===== src/rtl/w_pkg.sv =====
// Shared types and helpers for the weight tile replay controller.
package w_pkg;

  typedef enum logic {
    FILL   = 1'b0,
    REPLAY = 1'b1
  } w_replay_state_e;

  localparam int W_DATA_WIDTH = 16;

  // Index width that still yields one bit for a single-entry tile.
  function automatic int w_idx_w(input int n);
    return (n > 1) ? $clog2(n) : 1;
  endfunction

endpackage


===== src/rtl/w_tile_buf.sv =====
// Tile storage: TILE_LEN words with async clear, one write port and a
// combinational read mux.
module w_tile_buf
  import w_pkg::*;
#(
  parameter int DATA_WIDTH = W_DATA_WIDTH,
  parameter int TILE_LEN   = 8,
  parameter int AW         = w_idx_w(TILE_LEN)
) (
  input  logic                  clk,
  input  logic                  rstn,
  input  logic                  we,
  input  logic [AW-1:0]         waddr,
  input  logic [DATA_WIDTH-1:0] wdata,
  input  logic [AW-1:0]         raddr,
  output logic [DATA_WIDTH-1:0] rdata
);

  logic [TILE_LEN-1:0][DATA_WIDTH-1:0] mem;

  always_ff @(posedge clk or negedge rstn) begin
    if (!rstn) begin
      mem <= '0;
    end else begin
      for (int i = 0; i < TILE_LEN; i++)
        if (we && waddr == AW'(i)) mem[i] <= wdata;
    end
  end

  assign rdata = mem[raddr];

endmodule


===== src/rtl/w_tile_replay.sv =====
// Weight FIFO reader: fills one tile, then replays it reuse_q times toward
// the PE array. No prefetch of the next tile while replaying.
module w_tile_replay
  import w_pkg::*;
#(
  parameter int DATA_WIDTH = W_DATA_WIDTH,
  parameter int TILE_LEN   = 8,
  parameter int REUSE_W    = 8
) (
  input  logic                  clk,
  input  logic                  rstn,
  input  logic [REUSE_W-1:0]    cfg_reuse,
  input  logic                  in_valid,
  output logic                  in_ready,
  input  logic [DATA_WIDTH-1:0] in_data,
  output logic                  out_valid,
  input  logic                  out_ready,
  output logic [DATA_WIDTH-1:0] out_data,
  output logic                  out_last,
  output logic                  out_tile_done,
  output logic                  busy
);

  localparam int               AW   = w_idx_w(TILE_LEN);
  localparam logic [AW-1:0]    LAST = AW'(TILE_LEN - 1);
  localparam logic [REUSE_W-1:0] ONE = REUSE_W'(1);

  w_replay_state_e         state_q, state_d;
  logic [AW-1:0]           wr_idx, rd_idx;
  logic [REUSE_W-1:0]      pass_q, reuse_q;
  logic [DATA_WIDTH-1:0]   rdata;
  logic                    in_hs, out_hs;

  assign in_hs  = in_valid && in_ready;
  assign out_hs = out_valid && out_ready;

  w_tile_buf #(
    .DATA_WIDTH(DATA_WIDTH),
    .TILE_LEN  (TILE_LEN),
    .AW        (AW)
  ) u_buf (
    .clk  (clk),
    .rstn (rstn),
    .we   (in_hs),
    .waddr(wr_idx),
    .wdata(in_data),
    .raddr(rd_idx),
    .rdata(rdata)
  );

  always_ff @(posedge clk or negedge rstn) begin
    if (!rstn) state_q <= FILL;
    else       state_q <= state_d;
  end

  // Outputs depend only on registered state, never on in_valid/out_ready.
  always_comb begin
    state_d       = state_q;
    in_ready      = 1'b0;
    out_valid     = 1'b0;
    out_data      = '0;
    out_last      = 1'b0;
    out_tile_done = 1'b0;
    case (state_q)
      FILL: begin
        in_ready = 1'b1;
        if (in_valid && wr_idx == LAST) state_d = REPLAY;
      end
      REPLAY: begin
        out_valid     = 1'b1;
        out_data      = rdata;
        out_last      = (rd_idx == LAST);
        out_tile_done = (rd_idx == LAST) && (pass_q == reuse_q - ONE);
        if (out_ready && out_tile_done) state_d = FILL;
      end
      default: state_d = FILL;
    endcase
  end

  always_ff @(posedge clk or negedge rstn) begin
    if (!rstn) begin
      wr_idx  <= '0;
      rd_idx  <= '0;
      pass_q  <= '0;
      reuse_q <= ONE;
    end else begin
      if (in_hs) begin
        if (wr_idx == '0) reuse_q <= (cfg_reuse == '0) ? ONE : cfg_reuse;
        if (wr_idx == LAST) begin
          wr_idx <= '0;
          rd_idx <= '0;
          pass_q <= '0;
        end else begin
          wr_idx <= wr_idx + AW'(1);
        end
      end
      if (out_hs) begin
        if (rd_idx == LAST) begin
          rd_idx <= '0;
          pass_q <= out_tile_done ? '0 : pass_q + ONE;
        end else begin
          rd_idx <= rd_idx + AW'(1);
        end
      end
    end
  end

  assign busy = (state_q == REPLAY) || (wr_idx != '0);

endmodule


===== config.mk =====
export PLATFORM = sky130hd
export DESIGN_NAME = w_tile_replay
export DESIGN_NICKNAME = d
export VERILOG_FILES = /design/src/rtl/w_pkg.sv /design/src/rtl/w_tile_buf.sv /design/src/rtl/w_tile_replay.sv
export SDC_FILE = /design/constraint.sdc
export NUM_CORES = 1
export LEC_CHECK = 0
export CORE_MARGIN = 2
export CORE_UTILIZATION = 29
export DETAILED_ROUTE_END_ITERATION = 10
export GPL_TIMING_DRIVEN = 0
export SYNTH_ARGS = -nofsm -noshare
export SYNTH_HDL_FRONTEND = slang
export SYNTH_SLANG_ARGS = --single-unit

===== constraint.sdc =====
create_clock -name clk -period 3.8 [get_ports clk]
set_clock_uncertainty 0.05 [all_clocks]
set_input_delay 0.57 -clock clk [delete_from_list [all_inputs] [get_ports clk]]
set_output_delay 0.57 -clock clk [all_outputs]
set_load 0.01 [all_outputs]

* Word level (Yosys, flattened, before mapping)
Index checks and enable logic that the tools add are counted.
** Word-level totals
- Output and inout bits :: 21
- Register bits :: 151
- Word-level logic and storage cells :: 70
- Input bits :: 28
** Cells by class
- Bitwise gates (word level) :: 1
- Reduce and logical (&&, ||, !) cells :: 21
- Muxes and demuxes :: 21
- Order comparisons :: 1
- Add/sub/neg operators :: 4
- Equality and inequality tests :: 9
** Operators by type and width (number)
- $bmux 16 s3 :: 1
- $mux 8 :: 6
- $mux 16 :: 2
- $eq 3x3->1 const B :: 5
- $mux 3 :: 5
- $logic_and 1x1->1 :: 13
- $add 8x1->8 const B :: 1
- $eq 8x8->1 :: 1
- $logic_not 8->1 :: 1
- $sub 8x1->8 const B :: 1
- $add 3x1->3 const B :: 2
- $eq 3x2->1 const B :: 2
- $mux 1 :: 6
- $lt 3x4->1 const B :: 1
- $reduce_and 2->1 :: 2
- $reduce_bool 2->1 :: 2
- $eq 3x1->1 const B :: 1
- $logic_not 3->1 :: 1
- $reduce_bool 3->1 :: 1
- $pmux 1 s2 :: 1
- $logic_or 1x1->1 :: 1
- $not 1->1 :: 1

* Longest topological paths before layout
- Word-level depth :: 7
- Mapped depth :: 8

* Hierarchy
From an unflattened synthesis, not the netlist that was laid out.
** Unflattened totals
- Cells, all modules :: 501
- Area, all modules :: 7449.6 µm²
** By module, submodules not included
- w_tile_buf :: area each 5929.4 µm², times used 1, cells an instance 336, seq. area each 3203.1 µm²
- w_tile_replay :: area each 1520.2 µm², times used 1, cells an instance 165, seq. area each 576.8 µm²

* Worst setup path before layout
No wires, ideal clock.
- Kind :: reg-to-output
- Start :: register reuse_q[0]
- End :: output out_tile_done
- Arrival time :: 1572 ps
- Setup slack :: 1608 ps
- Cell stages (with the launch flop) :: 6
- Data required time :: 3180 ps
- Path through :: dfstp_2 > inv_1 > ha_1 > a311oi_2 > nor2_1 > nor4_2
** Between the ends
- Word-level cells in the longest chain between the ends :: 4
** Ends and longest elaborated chain
- start, declared :: line w_tile_replay.sv:30 : logic [REUSE_W-1:0] pass_q, reuse_q;
- start signal, assigned :: line w_tile_replay.sv:88 : if (wr_idx == '0) reuse_q <= (cfg_reuse == '0) ? ONE : cfg_reuse;
- $sub 8x1->8 :: line w_tile_replay.sv:73 : out_tile_done = (rd_idx == LAST) && (pass_q == reuse_q - ONE);
- $eq 8x8->1 :: line w_tile_replay.sv:73
- $logic_and 1x1->1 :: line w_tile_replay.sv:73
- $mux 1 :: line w_tile_replay.sv:64 : case (state_q)
- end, declared :: line w_tile_replay.sv:20 : output logic out_tile_done,
No other way between the ends.

* Final worst setup path
- Start :: register rd_idx[1]
- End :: output out_data[5]
** Between the ends
- Word-level cells in the longest chain between the ends :: 3
** Ends and longest elaborated chain
- start, declared :: line w_tile_replay.sv:29 : logic [AW-1:0] wr_idx, rd_idx;
- start signal, assigned :: line w_tile_replay.sv:102 : rd_idx <= rd_idx + AW'(1);
- $bmux 16 s3 :: line w_tile_buf.sv:30 : assign rdata = mem[raddr];
- $mux 16 (implied by the code) :: line w_tile_buf.sv:30
- $mux 16 :: line w_tile_replay.sv:64
- end, declared :: line w_tile_replay.sv:18 : output logic [DATA_WIDTH-1:0] out_data,
No other way between the ends. The select of a mux whose other input is x is not followed.

==> results.json <==
{
  "grt_max_degree": 90,
  "dieHeight_um": 161,
  "syn_to_final_growth_pct": 19.9,
  "end_kind": "output pin",
  "power.density_nw_per_um2": 848,
  "period_needed_ns": 3.59,
  "power.share.combinational_pct": 40.7,
  "crit_fanout": 10,
  "fin_crit_sh_pct": 94.4,
  "cts_buffers": 17,
  "cts_tree": "yes",
  "rows": 57,
  "cp.required_ns": 3.18,
  "fin_util_pct": 35.4,
  "fin_nets": 606,
  "synth_nets": 538,
  "clkPwrFrac_pct": 20.3,
  "clk_latency_ns": 0.41,
  "yosysMostFrequentCell": "dfrtp_1",
  "synth_area_leaders": "dfrtp_1, mux2_2, mux4_2",
  "p_sw_share_pct": 32.4,
  "rsz0062_at_grt": "no",
  "setup_viol": 0,
  "drt-total-wl_um": 16600,
  "viasPerCell": 4.87,
  "fmax_mhz": 279,
  "initial_core_util_pct": 29.5,
  "io_buffers": 48,
  "dr.pass1.iters": 4,
  "synth_top_area_cell": "dfrtp_1",
  "gp_congestion": 0.754,
  "htree_levels": 4,
  "antenna_found_initial": 0,
  "synth_edf_count": 0,
  "ctsHoldBuffers": 0,
  "reg2reg_slack_ns": 1.51,
  "cts_buffer_depth": 2,
  "core_um2": 24300,
  "r2r_start": "reuse_q[0]",
  "drt_iter0_markers": 179,
  "crit_end": "out_data[5]",
  "hold_viol": 0,
  "p_sw_uw": 2360,
  "overflow": 0,
  "synth_ff_type": "dfrtp_1",
  "vias": 4396,
  "dp_hpwl_um": 11600,
  "synth-seq-area-share_pct": 52.7,
  "dp_slack_ns": 0.598,
  "dieArea_um2": 26000,
  "n_antenna_cell": 0,
  "yosys_register_bits": 151,
  "internal_power_uw": 4940,
  "final.setup.worst_slack_ns": 0.212,
  "drive_gt1_share_pct": 39.0,
  "worstPathArrival_ns": 2.97,
  "critical_path_class": "flop to output pin",
  "setup-tns-final_ns": 0,
  "wl_per_cell_um": 18.4,
  "yosys-top-cells-count": "dfrtp_1, mux2_2, mux4_2",
  "pwr-share-seq_pct": 39.0,
  "synth_cell_types": 43,
  "die_width_um": 161,
  "ys_warn_count": 0,
  "syn-cell-area_um2": 7170,
  "min_path_type": "primary input to async pin",
  "slew_headroom_pct": 41.0,
  "ys_async_sr_fraction_pct": 100,
  "clk_pin_slew_ns": 0.06,
  "leakage_uw": 0.00361,
  "ctsResizeCount": 0,
  "grt_pass1_vias": 4835,
  "post_cts_buffers": 0,
  "clock-root-buffer": "clkbuf_16",
  "ant_nets": 0,
  "grt_usage_pct": 13.2,
  "ir_drop_mv": 0.436,
  "critical_path.startpoint": "rd_idx[1]",
  "pin_count": 49,
  "synth_cells": 500,
  "r2r_end": "pass_q[6]",
  "ff2ff_path_depth": 8,
  "syn_area_per_cell_um2": 14.3,
  "numClockSinks": 151,
  "status": "finished, final reports clean",
  "final_max_slew_viol_count": 0,
  "synth_top_area_share_pct": 52.3,
  "drc": 0,
  "cp-start-kind": "flop",
  "grt_pass1_wl_um": 26400,
  "maxCapViolations": 0,
  "tightestPinTransition_ns": 0.885
}
-- worst min-delay path by stage --
stage,start,end,cells after the start
finish,rstn,u_buf.mem[33],1
CTS,rstn,wr_idx[1],1
global placement,u_buf.mem[117],u_buf.mem[117],1
floorplan,rstn,pass_q[0],0
global route,rstn,u_buf.mem[33],1
detailed placement,u_buf.mem[99],u_buf.mem[99],1
-- power groups by stage --
stage                     Sequential (uW)  Clock (uW)  Combinational (uW)
final                                2850        1480                2970
after global routing                 2940        1590                3230
after CTS                            2840        1510                3030
after detailed placement             2870           0                3020
after global placement               2790           0                2900
after floorplan                      2700           0                2140
-- cell usage in the layout (no fill, tap or decap), drive strengths merged, types with 13 or more instances in the layout --
master,Yosys,layout
dfrtp,150,150
mux2,134,134
clkdlybuf4s50,0,47
mux4,32,32
clkbuf,6,27
buf,22,24
nor2,20,20
mux2i,16,16
nand2,15,15
nand3,13,13
-- registers in the layout, indices dropped and copies added, names as in the netlist --
register   count
state_q        1
pass_q         8
wr_idx         3
rd_idx         3
u_buf.mem    128
reuse_q        8
-- metal layers --
metal / routed length, um / GRT usage [%] / part of all wire, % / vias up
met4: 229 / 3.73 / 1.4 / 0
met5: 0 / 0 / 0 / -
met2: 8370 / 22.2 / 50 / 90
met3: 481 / 3.13 / 2.9 / 17
met1: 7500 / 17.0 / 45 / 2309
li1: - / - / - / 1980
-- critical path, stage by stage, from the launching register on --
cell             delay (ns)
dfrtp_1                0.35
clkbuf_1               0.29
clkbuf_1               0.71
mux4_2                 0.42
mux2i_1                0.23
nor2_1                 0.07
clkdlybuf4s50_1        0.49
-- area by class of cell --
| type | count | area, um2 |
|---|---|---|
| timing repair buffer | 49 | 509 |
| sequential | 151 | 3780 |
| multi-input combinational | 308 | 3210 |
| inverter | 13 | 48.8 |
| clock buffer | 21 | 460 |
| fill | 2323 | 15700 |
| tap | 324 | 405 |
| clock inverter | 9 | 55.1 |
| buffer | 28 | 131 |
-- stage by stage --
step | cell area [um2] | hold WS [ns] | total power, uW | instances
final | 8600 | 0.183 | 7300 | 903
after global routing | 8600 | 0.228 | 7760 | 903
after detailed placement | 8090 | 0.437 | 5890 | 873
after floorplan | 7170 | 0.224 | 4850 | 500
after global placement | 8060 | 0.431 | 5690 | 872
after CTS | 8600 | 0.210 | 7380 | 903
-- cell families (layout without fill, tap and decap cells) --
| kind of cell | after synthesis | in the layout | share of synthesized area (%) |
|---|---|---|---|
| adder cells (fa/ha/maj) | 10 | 10 | 1.74 |
| flip-flops | 151 | 151 | 52.7 |
| AND/OR/NAND/NOR | 78 | 78 | 5.84 |
| buffers and inverters | 41 | 120 | 2.51 |
| multiplexers | 182 | 182 | 33.3 |
| XOR/XNOR | 9 | 9 | 1.10 |
| AO/OA/AOI/OAI | 29 | 29 | 2.79 |
Note: power is estimated with default switching activity, not from simulation.
